File: src/rtl/mult_pkg.sv
`default_nettype none
// +--------------------------------------------------------------------------+
// | mult_pkg: shared types, widths and parity helper for the req/ack          |
// | multiplier responder.  Revision: 1.0                                     |
// +--------------------------------------------------------------------------+
package mult_pkg;

   localparam int DATA_W_C = 16;
   localparam int RES_W_C  = 32;

   typedef enum logic [1:0] {
      IDLE  = 2'd0,
      CHECK = 2'd1,
      MULT  = 2'd2,
      DONE  = 2'd3
   } state_t;

   // Zero-extension does not change parity, so narrower vectors may be widened.
   function automatic logic parity(input logic [RES_W_C-1:0] vec);
      return ^vec;
   endfunction

endpackage
`default_nettype wire

File: src/rtl/mult_shift_add_core.sv
`default_nettype none
// +--------------------------------------------------------------------------+
// | mult_shift_add_core: unsigned iterative shift-add multiplier, one step    |
// | per cycle, DATA_W steps.  Revision: 1.0                                  |
// +--------------------------------------------------------------------------+
module mult_shift_add_core
   import mult_pkg::*;
#(
   parameter int DATA_W = DATA_W_C,
   parameter int RES_W  = 2 * DATA_W
) (
   input  logic              clk,
   input  logic              rst_n,
   input  logic              start,
   input  logic [DATA_W:0]   mcand,
   input  logic [DATA_W:0]   mplier,
   output logic              done,
   output logic [RES_W-1:0]  product
);

   localparam int              CNT_W  = $clog2(DATA_W);
   localparam logic [CNT_W-1:0] C_LAST = CNT_W'(DATA_W - 1);

   logic [DATA_W:0]   r_hi;
   logic [DATA_W:0]   r_lo;
   logic [DATA_W:0]   r_mcand;
   logic [CNT_W-1:0]  r_cnt;
   logic              r_busy;

   logic [DATA_W:0]   w_hi;
   logic [DATA_W:0]   w_lo;
   logic [DATA_W:0]   w_mc;
   logic [DATA_W+1:0] w_sum;

   // The start cycle performs step 0 straight from the inputs; r_cnt then
   // tracks steps 1..DATA_W-1 and done flags the cycle of the last one.
   always_comb begin
      w_hi  = start ? '0     : r_hi;
      w_lo  = start ? mplier : r_lo;
      w_mc  = start ? mcand  : r_mcand;
      w_sum = {1'b0, w_hi} + (w_lo[0] ? {1'b0, w_mc} : '0);
   end

   assign done    = r_busy && (r_cnt == C_LAST);
   // Low product bits live in the top of r_lo; the final step's sum supplies the rest.
   assign product = RES_W'({w_sum, w_lo[DATA_W:2]});

   always_ff @(posedge clk or negedge rst_n) begin
      if (!rst_n) begin
         r_hi    <= '0;
         r_lo    <= '0;
         r_mcand <= '0;
         r_cnt   <= '0;
         r_busy  <= 1'b0;
      end else begin
         if (start || r_busy) begin
            r_hi <= w_sum[DATA_W+1:1];
            r_lo <= {w_sum[0], w_lo[DATA_W:1]};
         end
         if (start) begin
            r_mcand <= mcand;
            r_cnt   <= CNT_W'(1);
            r_busy  <= 1'b1;
         end else if (r_busy) begin
            if (r_cnt == C_LAST) begin
               r_busy <= 1'b0;
            end else begin
               r_cnt <= r_cnt + CNT_W'(1);
            end
         end
      end
   end

endmodule
`default_nettype wire

File: src/rtl/mult_seq_responder.sv
`default_nettype none
// +--------------------------------------------------------------------------+
// | mult_seq_responder: req/ack signed 16x16 multiplier with operand parity   |
// | check and parity-protected registered result.  Revision: 1.0             |
// +--------------------------------------------------------------------------+
module mult_seq_responder
   import mult_pkg::*;
#(
   parameter int DATA_W = DATA_W_C,
   parameter int RES_W  = 2 * DATA_W
) (
   input  logic              clk,
   input  logic              rst_n,
   input  logic [DATA_W-1:0] arg_a,
   input  logic              arg_a_parity,
   input  logic [DATA_W-1:0] arg_b,
   input  logic              arg_b_parity,
   input  logic              req,
   output logic              ack,
   output logic              result_rdy,
   output logic              arg_parity_error,
   output logic [RES_W-1:0]  result,
   output logic              result_parity
);

   state_t            r_state;
   state_t            w_state_nxt;
   logic [DATA_W-1:0] r_a;
   logic [DATA_W-1:0] r_b;
   logic              r_a_par;
   logic              r_b_par;
   logic              r_sign;

   logic              w_par_err;
   logic              w_ack_nxt;
   logic              w_rdy_nxt;
   logic              w_start;
   logic              w_load_err;
   logic              w_load_prod;
   logic              w_core_done;
   logic [DATA_W:0]   w_mag_a;
   logic [DATA_W:0]   w_mag_b;
   logic [RES_W-1:0]  w_prod;
   logic [RES_W-1:0]  w_signed;

   // One extra magnitude bit keeps |-2^(DATA_W-1)| representable.
   always_comb begin
      w_par_err = (r_a_par != parity(RES_W_C'(r_a))) ||
                  (r_b_par != parity(RES_W_C'(r_b)));
      w_mag_a   = r_a[DATA_W-1] ? ('0 - {1'b1, r_a}) : {1'b0, r_a};
      w_mag_b   = r_b[DATA_W-1] ? ('0 - {1'b1, r_b}) : {1'b0, r_b};
      w_signed  = r_sign ? ('0 - w_prod) : w_prod;
   end

   mult_shift_add_core #(
      .DATA_W (DATA_W),
      .RES_W  (RES_W)
   ) u_core (
      .clk     (clk),
      .rst_n   (rst_n),
      .start   (w_start),
      .mcand   (w_mag_a),
      .mplier  (w_mag_b),
      .done    (w_core_done),
      .product (w_prod)
   );

   always_ff @(posedge clk or negedge rst_n) begin
      if (!rst_n) begin
         r_state <= IDLE;
      end else begin
         r_state <= w_state_nxt;
      end
   end

   always_comb begin
      w_state_nxt = r_state;
      w_ack_nxt   = 1'b0;
      w_rdy_nxt   = 1'b0;
      w_start     = 1'b0;
      w_load_err  = 1'b0;
      w_load_prod = 1'b0;
      case (r_state)
         IDLE: begin
            if (req) begin
               w_state_nxt = CHECK;
               w_ack_nxt   = 1'b1;
            end
         end
         CHECK: begin
            if (w_par_err) begin
               w_state_nxt = DONE;
               w_load_err  = 1'b1;
            end else begin
               w_state_nxt = MULT;
               w_start     = 1'b1;
            end
         end
         MULT: begin
            if (w_core_done) begin
               w_state_nxt = DONE;
               w_load_prod = 1'b1;
            end
         end
         DONE: begin
            w_state_nxt = IDLE;
            w_rdy_nxt   = 1'b1;
         end
         default: w_state_nxt = IDLE;
      endcase
   end

   always_ff @(posedge clk or negedge rst_n) begin
      if (!rst_n) begin
         r_a              <= '0;
         r_b              <= '0;
         r_a_par          <= 1'b0;
         r_b_par          <= 1'b0;
         r_sign           <= 1'b0;
         ack              <= 1'b0;
         result_rdy       <= 1'b0;
         arg_parity_error <= 1'b0;
         result           <= '0;
         result_parity    <= 1'b0;
      end else begin
         ack        <= w_ack_nxt;
         result_rdy <= w_rdy_nxt;
         if (w_ack_nxt) begin
            r_a     <= arg_a;
            r_b     <= arg_b;
            r_a_par <= arg_a_parity;
            r_b_par <= arg_b_parity;
         end
         if (w_start) begin
            r_sign <= r_a[DATA_W-1] ^ r_b[DATA_W-1];
         end
         // Result fields change on entry to DONE; result_rdy follows a cycle later.
         if (w_load_err) begin
            arg_parity_error <= 1'b1;
            result           <= '0;
            result_parity    <= 1'b0;
         end else if (w_load_prod) begin
            arg_parity_error <= 1'b0;
            result           <= w_signed;
            result_parity    <= parity(RES_W_C'(w_signed));
         end
      end
   end

endmodule
`default_nettype wire

File: config.mk
export PLATFORM = sky130hd
export DESIGN_NAME = mult_seq_responder
export DESIGN_NICKNAME = d
export VERILOG_FILES = /design/src/rtl/mult_pkg.sv /design/src/rtl/mult_shift_add_core.sv /design/src/rtl/mult_seq_responder.sv
export SDC_FILE = /design/constraint.sdc
export NUM_CORES = 1
export LEC_CHECK = 0
export CORE_ASPECT_RATIO = 1.1
export CORE_UTILIZATION = 30
export CTS_CLUSTER_DIAMETER = 120
export DETAILED_ROUTE_END_ITERATION = 10
export GPL_TIMING_DRIVEN = 0
export PLACE_DENSITY = 0.49
export SLEW_MARGIN = 0
export SYNTH_ARGS = -nofsm -noshare
export SYNTH_HDL_FRONTEND = slang
export SYNTH_SLANG_ARGS = --single-unit
File: constraint.sdc
create_clock -name clk -period 8.12 [get_ports clk]
set_input_delay 1.218 -clock clk [delete_from_list [all_inputs] [get_ports clk]]
set_output_delay 1.218 -clock clk [all_outputs]
set_load 0.03 [all_outputs]
==> summary by stage, run 1 <==
Timing
Based on the critical path, the design can be clocked at up to 130.4 MHz. The remaining max-slew budget at the tightest pin is 50.52%. The final critical delay including setup and external delays is 7.670 ns. After layout, the worst path uses 94.46% of the clock period. The max-slew violation total from the final report is 0. The worst clock skew is 0.01468 ns. The final-layout worst hold slack is 0.4603 ns. The final-report hold violation count is 0.

Setup violations remaining at the end of the flow were counted as 0. The worst-margin pin slew is 0.7422 ns. Setup total negative slack on the finished layout was measured at 0 ns.

Detailed routing
The final layout contains routed wiring with a total length of 25.89 mm. After detailed routing, the number of remaining DRC violations is 0. Dividing the detail-routed wire length by the instance count gives 16.57 um. After the first detailed-routing iteration, the DRC count stood at 478. Detailed routing inserted a total of 7544 vias. The first detailed-routing pass took 5 iterations. Once detail routing completed, the nets flagged for antenna violations numbered 0. In the routed layout, each cell is associated on average with a via count of 4.827.

Global routing
The wire length of the first global-routing pass is 41.84 mm. The number of global-route vias before repair is 7430. The initial antenna violation count is 0.

Summed over all layers, the global routing overflow is 0. The total global-route track usage is 17.43%. The largest net degree at the start of global routing is 67.

Worst setup path
Data on the critical path is required at its endpoint by 8.42 ns. The category of the worst setup path launch point is a register. The cell that appears most often on the critical path is clkbuf_2. The arrival time of the worst setup path is 7.97 ns. The kind of cell with the highest combined delay along the critical path is XOR/XNOR gates. The largest incremental delay on the critical path is 0.50 ns. The worst setup path is of the register to register kind. The worst setup path is captured at a register. The worst register-to-register path has a setup slack of 0.45 ns.

The worst-path cell with the longest stage delay is dfrtp_1. The source of the worst register-to-register timing path is r_b[6]$_DFFE_PN0P_. The buffering stage count on the worst path with inverters included is 6. The cell depth of the worst flop-to-flop path is 27. Along the worst path, the maximum fanout reaches 10. The capture instance of the worst register-to-register path is result_parity$_DFFE_PN0P_.

Floorplan
Measured along the x axis, the die boundary spans 168.6 um. The count of boundary I/O pins is 73. The die outline height is 185.2 um. The floorplan step defined a die boundary enclosing 31220 sq um. The row count is 66. The total area inside the core boundary comes to 29810 sq um. The initial standard-cell utilization of the core is 30.71%.

Placement
The placer's final routability congestion estimate is 0.8335. The HPWL after detailed placement is 20.32 mm. The number of input and output port buffers inserted is 72.

Yosys
Each instance of the synthesized netlist takes up on average 8.712 sq um. The combined area of all synthesized cells is 9156 sq um. In the synthesized netlist, mux cells make up 3.239% of the area. Counting flops with an async set or reset pin after synthesis yields a share of 100.0%. The synthesized netlist devotes 5.685% of its cell area to adder and majority cells. The synthesized netlist net count is 1129. The top cell type's share of synthesized area is 35.26%.

In the synthesized netlist, the number of instances is 1051. The number of synthesized flops with an enable pin is 0. By area, the combinational part of the netlist is dominated by simple AND/OR/NAND/NOR gates.

The most used flip-flop cell after synthesis is dfrtp_1. The simple-gate portion of the synthesized area is 19.28%. The post-synthesis register bit count is 129. Summed over all instances, the cell type with the most area after synthesis is dfrtp_1. The synthesized-area fraction occupied by xor and xnor cells is 14.47%.

During synthesis, Yosys emitted a total of 0 warnings. Sequential cells were found to cover 35.26% of the synthesized design area. The unique cell type count in the Yosys netlist is 75. The synthesized netlist devotes 17.03% of its cell area to compound gates. By area the synthesized netlist is led by dfrtp_1 (35%), xnor2_1 (7.9%), nand2_1 (6.7%), ha_1 (5.5%), o21ai_0 (5.1%).

Clock tree
The library cell used as clock root buffer is clkbuf_16. The maximum clock insertion buffer count is 2. The sink count of the clock tree is 129. The clock latency on the worst-skew pair is 0.43 ns. Buffers inserted during clock tree synthesis total 17. Clock-pin slew was measured on the worst setup and hold paths at 0.06 ns. The H-tree generated during clock tree synthesis spans 4 levels. TritonCTS built the clock tree.

Outcome
The run finished with clean final reports.

Final layout
The final layout net count is 1220. The area added between synthesis and finish is 20.33%. Of the cells placed in the final design, the portion with a size suffix greater than 1 is 8.571%. The filler cell count in the final layout is 3135. The number of antenna diodes in the final layout is 0.

Worst hold path
The class of the tightest hold or removal check is register to register. In this run the most critical hold path is launched from u_core.r_hi[8]$_DFFE_PN0P_. The destination of the worst hold path is u_core.r_hi[8]$_DFFE_PN0P_. The worst hold path was traced through 2 stages.

Flow run
Across the run, the number of max-cap violations was 0.
## synthesized netlist by cell type (13+ instances only)
library cell / n
ha_1: 40
a21oi_1: 45
and2_1: 18
a211oi_1: 19
nand3_1: 17
nor2_1: 82
xor2_1: 30
nor2b_1: 24
dfrtp_1: 129
nor3_1: 15
o21ai_0: 93
nand2_1: 163
clkbuf_1: 34
mux2_2: 13
inv_1: 47
mux2i_1: 15
xnor2_1: 83
## layer usage
layer | wire length (um) | GRT usage (%) | vias up | share of wire [%]
met1 | 13080 | 24.40 | 3591 | 51
met3 | 912 | 3.141 | 16 | 3.5
met2 | 11610 | 27.55 | 132 | 45
met5 | 0 | 0 | - | 0
li1 | - | - | 3805 | -
met4 | 286 | 4.545 | 0 | 1.1
## final cells by class
class | count | area [sq um] | area share [%]
multi-input cells | 818 | 5520 | 50.10
inverters | 49 | 183.9 | 1.669
well taps | 408 | 510.5 | 4.633
clock inverters | 11 | 83.83 | 0.7608
clock buffers | 21 | 460.4 | 4.179
repair buffers | 73 | 749.5 | 6.802
plain buffers | 54 | 281.5 | 2.555
flip-flops and latches | 129 | 3228 | 29.30
## registers in the layout, summed over array words and instances, names as in the netlist, 2 cells and up
signal,flops
r_a,16
r_state,2
u_core.r_cnt,4
u_core.r_lo,17
result,32
u_core.r_mcand,17
r_b,16
u_core.r_hi,17
## logic make-up (layout without fill, tap and decap cells)
| group | Yosys count | after routing |
|---|---|---|
| AND/OR/NAND/NOR | 379 | 379 |
| AO/OA/AOI/OAI | 242 | 242 |
| flip-flops | 129 | 129 |
| XOR/XNOR | 128 | 128 |
| buffers and inverters | 104 | 208 |
| adder cells (fa/ha/maj) | 41 | 41 |
| multiplexers | 28 | 28 |
## worst max-delay path by stage
stage / cells past startpoint / startpoint / slack [ns] / to
after floorplan: 27 / r_b[9]$_DFFE_PN0P_ / 1.50 / result_parity$_DFFE_PN0P_
after global placement: 27 / r_b[9]$_DFFE_PN0P_ / -0.79 / result_parity$_DFFE_PN0P_
after detailed placement: 27 / r_b[6]$_DFFE_PN0P_ / -0.84 / result_parity$_DFFE_PN0P_
after CTS: 27 / r_b[6]$_DFFE_PN0P_ / 0.06 / result_parity$_DFFE_PN0P_
after global routing: 27 / r_b[6]$_DFFE_PN0P_ / -0.02 / result_parity$_DFFE_PN0P_
final: 27 / r_b[6]$_DFFE_PN0P_ / 0.45 / result_parity$_DFFE_PN0P_
## stage by stage
| step | cell area, sq um | instances | worst slack (ns) | utilization (%) |
|---|---|---|---|---|
| final | 11020 | 1563 | 0.4501 | 36.96 |
| after global routing | 11020 | 1563 | -0.02440 | 36.96 |
| after CTS | 10990 | 1564 | 0.05581 | 36.85 |
| after detailed placement | 10420 | 1532 | -0.8435 | 34.94 |
| after global placement | 10390 | 1531 | -0.7905 | 34.84 |
| after floorplan | 9156 | 1051 | 1.502 | - |
## worst reg2reg max path, stage by stage (launching register included)
cell and delay [ns]:
dfrtp_1 0.50, inv_1 0.11, ha_1 0.32, xnor2_1 0.21, xnor3_1 0.39, xnor2_2 0.30, nand3_1 0.27, clkbuf_2 0.29
clkbuf_2 0.26, clkbuf_2 0.28, clkbuf_2 0.24, o21ai_0 0.27, nor2b_1 0.18, ha_1 0.20, inv_1 0.06, fa_1 0.40
nor2b_1 0.19, o211ai_1 0.19, a31oi_1 0.35, o21ai_0 0.31, xnor2_2 0.36, nand2_1 0.13, o41ai_1 0.45, xor2_1 0.35
xor3_1 0.40, xnor3_1 0.37, nand2_1 0.09, a21oi_2 0.05
## cells in the final DEF (no fill, tap or decap), types with 5 or more instances in the layout
master | synthesis | layout
mux2_2 | 13 | 13
xnor3_1 | 11 | 11
o21ai_1 | 5 | 5
clkdlybuf4s50_1 | 0 | 71
or3_1 | 6 | 6
nor2_1 | 82 | 82
inv_1 | 47 | 47
dfrtp_1 | 129 | 129
nand2b_1 | 11 | 11
xor2_1 | 30 | 30
xnor2_2 | 1 | 5
ha_1 | 40 | 40
and2_1 | 18 | 18
nand3_1 | 17 | 17
buf_6 | 5 | 6
and3_1 | 7 | 7
clkbuf_16 | 0 | 17
a211oi_1 | 19 | 18
o211ai_1 | 12 | 12
o31ai_1 | 11 | 11
nor3_1 | 15 | 14
nor2b_1 | 24 | 24
nand2_1 | 163 | 163
clkbuf_1 | 34 | 32
mux2i_1 | 15 | 15
nand4_1 | 6 | 6
a21oi_1 | 45 | 43
clkbuf_2 | 0 | 5
xnor2_1 | 83 | 79
o21ai_0 | 93 | 93
o41ai_1 | 5 | 5
a21o_1 | 5 | 5
buf_1 | 9 | 6
nor4_1 | 9 | 9
## timing repair
action	CTS	global route
setup buffers	0	0
resized for setup	7	10
setup endpoints to repair	3	1
hold buffers	0	0
Power of run 1 is left out: the tool's default activity adds up to more than one toggle a clock period on the data nets, which glitch-free logic cannot reach.
==> run 2, diff against run 1 <==
PLACE_DENSITY = 0.44   (was 0.49)
==> summary by stage, run 2 (synthesized netlist as in run 1, its figures left out) <==
Floorplan
The count of boundary I/O pins is 73 (unchanged). The standard cell core area is 29810 sq um (unchanged). The die outline height is 185.2 um (unchanged). The area of the die was 31220 sq um (unchanged). The initial standard-cell utilization of the core is 30.71% (unchanged). The row count is 66 (unchanged). The die width came to 168.6 um (unchanged).

Clock tree
The quantity of hold-fixing buffers added after cts is 0 (unchanged). The number of buffers created by CTS is 17 (unchanged). The number of buffers added for setup after CTS is 0 (unchanged). The count of cells resized by post-cts repair is 5 (-2). The sink count of the clock tree is 129 (unchanged). The maximum clock insertion buffer count was 2 (unchanged). The cell sitting at the root of the clock tree is a clkbuf_16.

The TritonCTS clock tree is yes. The clock latency on the worst-skew pair was 0.43 ns (about the same). The number of H-tree levels is 4 (unchanged).

The clock input transition at the sequential cells of the worst setup and hold paths is 0.07 ns (about the same).

Worst setup path
The capture instance of the worst register-to-register path is result_parity$_DFFE_PN0P_. The critical path required time was 8.48 ns (+0.06 ns). The worst register-to-register path begins at r_b[6]$_DFFE_PN0P_.

The cell depth of the worst flop-to-flop path is 27 (unchanged). The largest driver fanout on the critical path is 10 (unchanged). The category of the worst setup path launch point is a register. The capturing element of the worst setup path is result_parity$_DFFE_PN0P_. The kind of end point of the critical path is a register. The arrival time of the worst setup path is 7.86 ns (-0.11 ns). The timing startpoint of the critical path is r_b[6]$_DFFE_PN0P_. The setup path with the least slack is of type register to register. The minimum setup slack among reg-to-reg paths is 0.62 ns (+0.17 ns).

Timing
Setup repair after global routing left no endpoint under its margin. The final critical delay including setup and external delays is 7.503 ns (-0.1668 ns). The worst-margin pin slew is 0.8271 ns (+0.08481 ns). The final-report hold violation count is 0 (unchanged). The minimum setup slack in the final design is 0.6168 ns (+0.1668 ns).

The final setup TNS was 0 ns (unchanged). The max-slew violation total from the final report is 0 (unchanged). The share of the clock period used by the worst path was 92.40% (-2.1 points). The remaining max-slew budget at the tightest pin was 44.47% (-6.0 points).

The worst clock skew is 0.01242 ns (-0.002260 ns). The total of endpoints with negative setup slack in the final report is 0 (unchanged). The achievable clock frequency is 133.3 MHz (+2.2%).

Final layout
The largest register by flop count is result. The library cells used most frequently in the layout, excluding fill and tap cells, are nand2_1 (163), dfrtp_1 (129), o21ai_0 (92). The final layout net count is 1220 (unchanged). The final non-filler cell total was 1563 (unchanged). The count of inserted antenna diode cells is 0 (unchanged). The library cell used most frequently in the layout, excluding fill and tap cells, is nand2_1. The area growth from synthesis to layout is 21.54%. The final design instance area without fill is 11130 sq um (+1.0%). The share of layout cells above drive strength 1 is 8.658% (+0.087 points). The flip-flop count of the largest register after layout is 32 (unchanged).

Placement
The instance area at placement is 10420 sq um (unchanged). The placer's final routability congestion estimate is 0.8234 (-1.2%). The HPWL after detailed placement came to 20.99 mm (+3.3%). The pre-CTS worst setup slack is -0.7757 ns (+0.06787 ns). The count of placed standard cells including taps came to 1532 (unchanged).

The number of input and output port buffers inserted is 72 (unchanged).

Detailed routing
The detailed-router iteration count before antenna repair was 4 (-1). The total wire length after detailed routing came to 26.80 mm (+3.5%). The remaining design rule violation count is 0 (unchanged). The ratio of routed vias to standard cells was 4.789 (-0.78%). The remaining antenna violation count came to 0 (unchanged).

The DRC marker count from the first detailed-route iteration is 435 (-9.0%). The total via count after detailed routing was 7485 (-0.78%). The wire length per cell after detailed routing is 17.15 um (+3.5%).

Outcome
The run finished with clean final reports.

Global routing
The wire length of the first global-routing pass is 43.02 mm (+2.8%). The initial antenna violation count is 0 (unchanged). The largest net degree at the start of global routing was 75 (+12%).

The number of global-route vias before repair is 7548 (+1.6%). The total global routing overflow is 0 (unchanged). The total global-route track usage is 18.09% (+0.66 points).

Worst hold path
The class of the tightest hold or removal check is register to register.

Flow run
The max capacitance violation total is 0 (unchanged).
-- run 2: cell types whose count changed in the layout (fill, tap and decap cells not counted) --
cell | before | now
clkinvlp_4 | 4 | 2
xor2_1 | 30 | 28
clkbuf_8 | 3 | 1
clkinv_4 | 4 | 3
xor2_2 | 0 | 2
o21ai_0 | 93 | 92
o21ai_1 | 5 | 6
bufinv_16 | 0 | 5
a21oi_2 | 4 | 3
a21oi_1 | 43 | 44
-- run 2: layer usage --
layer | track usage [%] | share of wire (%) | vias to the layer above
met1 | 25.21 | 51 | 3519
met2 | 28.80 | 45 | 136
met3 | 2.778 | 2.9 | 24
li1 | - | - | 3806
met5 | 0 | 0 | -
met4 | 5.382 | 1.7 | 0
-- run 2: through the flow --
step | hold WS [ns] | util (%)
3_5_place_dp | 0.4482 | 34.94
4_1_cts | 0.4618 | 37.13
3_3_place_gp | 0.4420 | 34.84
6_report | 0.4621 | 37.33
5_1_grt | 0.4894 | 37.33
2_1_floorplan | 0.4304 | -
-- run 2: layout make-up --
| class | count | area (sq um) |
|---|---|---|
| Buffer | 54 | 281.5 |
| Clock buffer | 19 | 432.9 |
| Clock inverter | 13 | 210.2 |
| Fill cell | 3137 | 18680 |
| Inverter | 49 | 183.9 |
| Multi-Input combinational cell | 818 | 5532 |
| Sequential cell | 129 | 3228 |
| Tap cell | 408 | 510.5 |
| Timing Repair Buffer | 73 | 749.5 |
-- run 2: worst max-delay path, cell delays in order, from the launching register on --
cell,delay (ns)
dfrtp_1,0.49
inv_1,0.12
ha_1,0.35
xnor2_1,0.21
xnor3_1,0.38
xnor2_2,0.30
nand3_1,0.24
clkbuf_2,0.28
clkbuf_2,0.26
clkbuf_2,0.26
clkbuf_2,0.24
nand2_1,0.10
o21ai_0,0.10
nor2b_1,0.18
ha_1,0.35
a21oi_1,0.38
o21ai_1,0.25
xnor2_2,0.31
o2111ai_1,0.22
a211oi_2,0.44
nand2_1,0.24
o21ai_1,0.21
xnor2_1,0.21
xnor3_2,0.41
xnor3_1,0.33
xnor3_1,0.40
nand2_1,0.08
a21oi_2,0.13
-- run 2: worst min path at each step --
stage / startpoint / cells past startpoint / endpoint / slack [ns]
floorplan: u_core.r_hi[13]$_DFFE_PN0P_ / 2 / u_core.r_hi[13]$_DFFE_PN0P_ / 0.43
global placement: u_core.r_hi[3]$_DFFE_PN0P_ / 2 / u_core.r_hi[3]$_DFFE_PN0P_ / 0.44
detailed placement: u_core.r_hi[6]$_DFFE_PN0P_ / 2 / u_core.r_hi[6]$_DFFE_PN0P_ / 0.45
CTS: u_core.r_hi[6]$_DFFE_PN0P_ / 2 / u_core.r_hi[6]$_DFFE_PN0P_ / 0.46
global route: u_core.r_hi[6]$_DFFE_PN0P_ / 2 / u_core.r_hi[6]$_DFFE_PN0P_ / 0.49
finish: u_core.r_hi[6]$_DFFE_PN0P_ / 2 / u_core.r_hi[6]$_DFFE_PN0P_ / 0.46
Power of run 2 is left out for the same reason.
==> run 3, diff against run 2 <==
--- a/config.mk
+++ b/config.mk
@@ -12,4 +12,5 @@
 export GPL_TIMING_DRIVEN = 0
 export PLACE_DENSITY = 0.44
+export REMOVE_ABC_BUFFERS = 1
 export SLEW_MARGIN = 0
 export SYNTH_ARGS = -nofsm -noshare
==> constraint.sdc (replaced) <==
create_clock -name clk -period 8.12 [get_ports clk]
set_input_delay 2.03 -clock clk [delete_from_list [all_inputs] [get_ports clk]]
set_output_delay 2.03 -clock clk [all_outputs]
set_load 0.03 [all_outputs]
==> summary by stage, run 3 (synthesized netlist as in run 1, its figures left out) <==
Final layout
The share of layout cells above drive strength 1 is 8.394% (-0.26 points). In the layout the commonest cells are nand2_1 (163), dfrtp_1 (127), o21ai_0 (93). The register with the most flip-flops in the final layout is result. The flip-flop count of the largest register after layout came to 32 (unchanged).

The count of inserted antenna diode cells is 0 (unchanged). The final layout net count is 1173 (-3.9%). The most common cell after layout, fill and taps aside is nand2_1. Relative to the synthesized area, the layout overhead comes to 19.40%. The final non-filler cell total came to 1516 (-3.0%).

Detailed routing
The remaining design rule violation count is 0 (unchanged). The total wire length after detailed routing is 25.06 mm (-6.5%). The DRC marker count from the first detailed-route iteration is 267 (-39%). The detailed-router iteration count before antenna repair is 5 (+1). The wire length per cell after detailed routing is 16.53 um (-3.6%). The ratio of routed vias to standard cells is 4.818 (+0.61%). The remaining antenna violation count came to 0 (unchanged). The total via count after detailed routing came to 7304 (-2.4%).

Floorplan
The count of boundary I/O pins is 73 (unchanged). The die width is 168.6 um (unchanged). The row count is 66 (unchanged). The die outline height is 185.2 um (unchanged). The standard cell core area is 29810 sq um (unchanged). The initial standard-cell utilization of the core was 30.71% (unchanged). The area of the die is 31220 sq um (unchanged).

Worst setup path
The arrival time of the worst setup path was 7.74 ns (-0.12 ns). The worst setup path is of the register to register kind. The slowest stage of the critical path is the xnor2_2 cell. The critical path's most frequent cell is xnor3_1. The critical path required time is 8.48 ns (about the same). The kind of cell adding the most delay to the critical path is XOR/XNOR gates. The largest driver fanout on the critical path was 43 (+33).

Walking the worst path, the cells encountered are inv_1, ha_1, xor2_1, xnor3_1, xnor2_2, nand3_4, buf_12, o21ai_0, nand2b_1, inv_1, ha_1, a211oi_1, o21ai_1, xnor2_1, o2111ai_1, a211oi_1, nand2_1, o31ai_2, xnor2_1, xnor3_1, xnor3_1, xnor3_1, nand2_1, a21oi_2. The largest incremental delay on the critical path came to 0.53 ns (+0.04 ns). The buffering stage count on the worst path with inverters included is 3 (-2). The worst setup path is launched from a register. The kind of end point of the critical path is a register.

Global routing
The initial antenna violation count was 1 (+1). The total global-route track usage was 16.95% (-1.1 points). The number of global-route vias before repair is 7430 (-1.6%).

The largest net degree at the start of global routing is 82 (+9.3%). The total global routing overflow is 0 (unchanged). The wire length of the first global-routing pass was 40.90 mm (-4.9%).

Timing
The minimum setup slack in the final design is 0.7389 ns (+0.1221 ns). The final-report hold violation count came to 0 (unchanged). The remaining max-slew budget at the tightest pin came to 11.93% (-33 points).

The worst-margin pin slew was 1.321 ns (+0.4939 ns). The achievable clock frequency was 135.5 MHz (+1.7%). Setup repair after global routing left no endpoint under its margin. The final-layout worst hold slack came to 0.4610 ns (-0.001087 ns). The final critical delay including setup and external delays is 7.381 ns (-0.1221 ns). The max-slew violation total from the final report is 0 (unchanged). The share of the clock period used by the worst path is 90.90% (-1.5 points). The total of endpoints with negative setup slack in the final report is 0 (unchanged).

The worst clock skew is 0.01327 ns (+0.0008503 ns).

Clock tree
The clock latency on the worst-skew pair was 0.43 ns (about the same). The number of buffers created by CTS is 17 (unchanged). The quantity of hold-fixing buffers added after cts is 0 (unchanged). The maximum clock insertion buffer count is 2 (unchanged). The sink count of the clock tree is 129 (unchanged).

TritonCTS built the clock tree. The tree is rooted in a clkbuf_16. The clock input transition at the sequential cells of the worst setup and hold paths came to 0.06 ns (about the same). The number of H-tree levels was 4 (unchanged).

Placement
The HPWL after detailed placement is 18.12 mm (-14%). The number of input and output port buffers inserted came to 72 (unchanged). The pre-CTS worst setup slack came to -0.7625 ns (+0.01320 ns). The placer's final routability congestion estimate came to 0.7845 (-4.7%). The count of placed standard cells including taps is 1481 (-3.3%).

Flow run
The max capacitance violation total was 0 (unchanged).

Worst hold path
The worst hold path belongs to the class register to register.

Outcome
The run finished with clean final reports.
run 3: changes by cell type in the layout (fill, tap and decap cells not counted), sizes merged, moves of 2 or more:
cell / change
buf: -10
bufinv: -2
clkbuf: -38
inv: +3
run 3: what timing repair did:
action,in CTS,in global routing
cloned,0,1
resized for setup,3,4
setup buffers,0,2
setup endpoints to repair,2,1
pin swaps,0,2
run 3: metrics by stage:
stage	area, sq um	util [%]	TNS [ns]
after floorplan	8879	-	0
after global placement	10110	33.91	-157.16
after detailed placement	10250	34.38	-0.7625
after CTS	10880	36.50	0
after global routing	10930	36.67	0
final	10930	36.67	0
run 3: metal layers:
metal  track usage [%]  share of wire (%)  vias to the layer above
met5                 0                  0                        -
met4             5.891                1.7                        0
met3             2.137                2.2                       20
met2             27.60                 46                      111
met1             23.08                 50                     3458
li1                  -                  -                     3715
run 3: worst paths after layout:
path	from	to	slack [ns]	cells past startpoint
worst max-delay path	r_a[6]$_DFFE_PN0P_	result_parity$_DFFE_PN0P_	0.74	24
worst min-delay path	u_core.r_hi[6]$_DFFE_PN0P_	u_core.r_hi[6]$_DFFE_PN0P_	0.46	2
worst max register to register	r_a[6]$_DFFE_PN0P_	result_parity$_DFFE_PN0P_	0.74	24
worst min register to register	u_core.r_hi[6]$_DFFE_PN0P_	u_core.r_hi[6]$_DFFE_PN0P_	0.46	2
max in group asynchronous	rst_n	result[1]$_DFFE_PN0P_	5.76	2
min in group asynchronous	rst_n	ack$_DFF_PN0_	1.54	1
run 3: worst reg2reg max path: cells and delay by family, from the launching register on:
family	cells	cell delay [ns]
flip-flops	1	0.38
XOR/XNOR	8	2.92
AO/OA/AOI/OAI	7	2.08
AND/OR/NAND/NOR	4	0.92
adder cells (fa/ha/maj)	2	0.56
buffers and inverters	3	0.47
run 3: layout make-up:
type / count / area [sq um]
timing repair buffer: 79 / 847.1
fill: 3099 / 18880
clock inverter: 14 / 178.9
tap: 408 / 510.5
inverter: 49 / 183.9
clock buffer: 18 / 439.2
multi-input combinational: 819 / 5543
sequential: 129 / 3231
Power of run 3 is left out for the same reason.
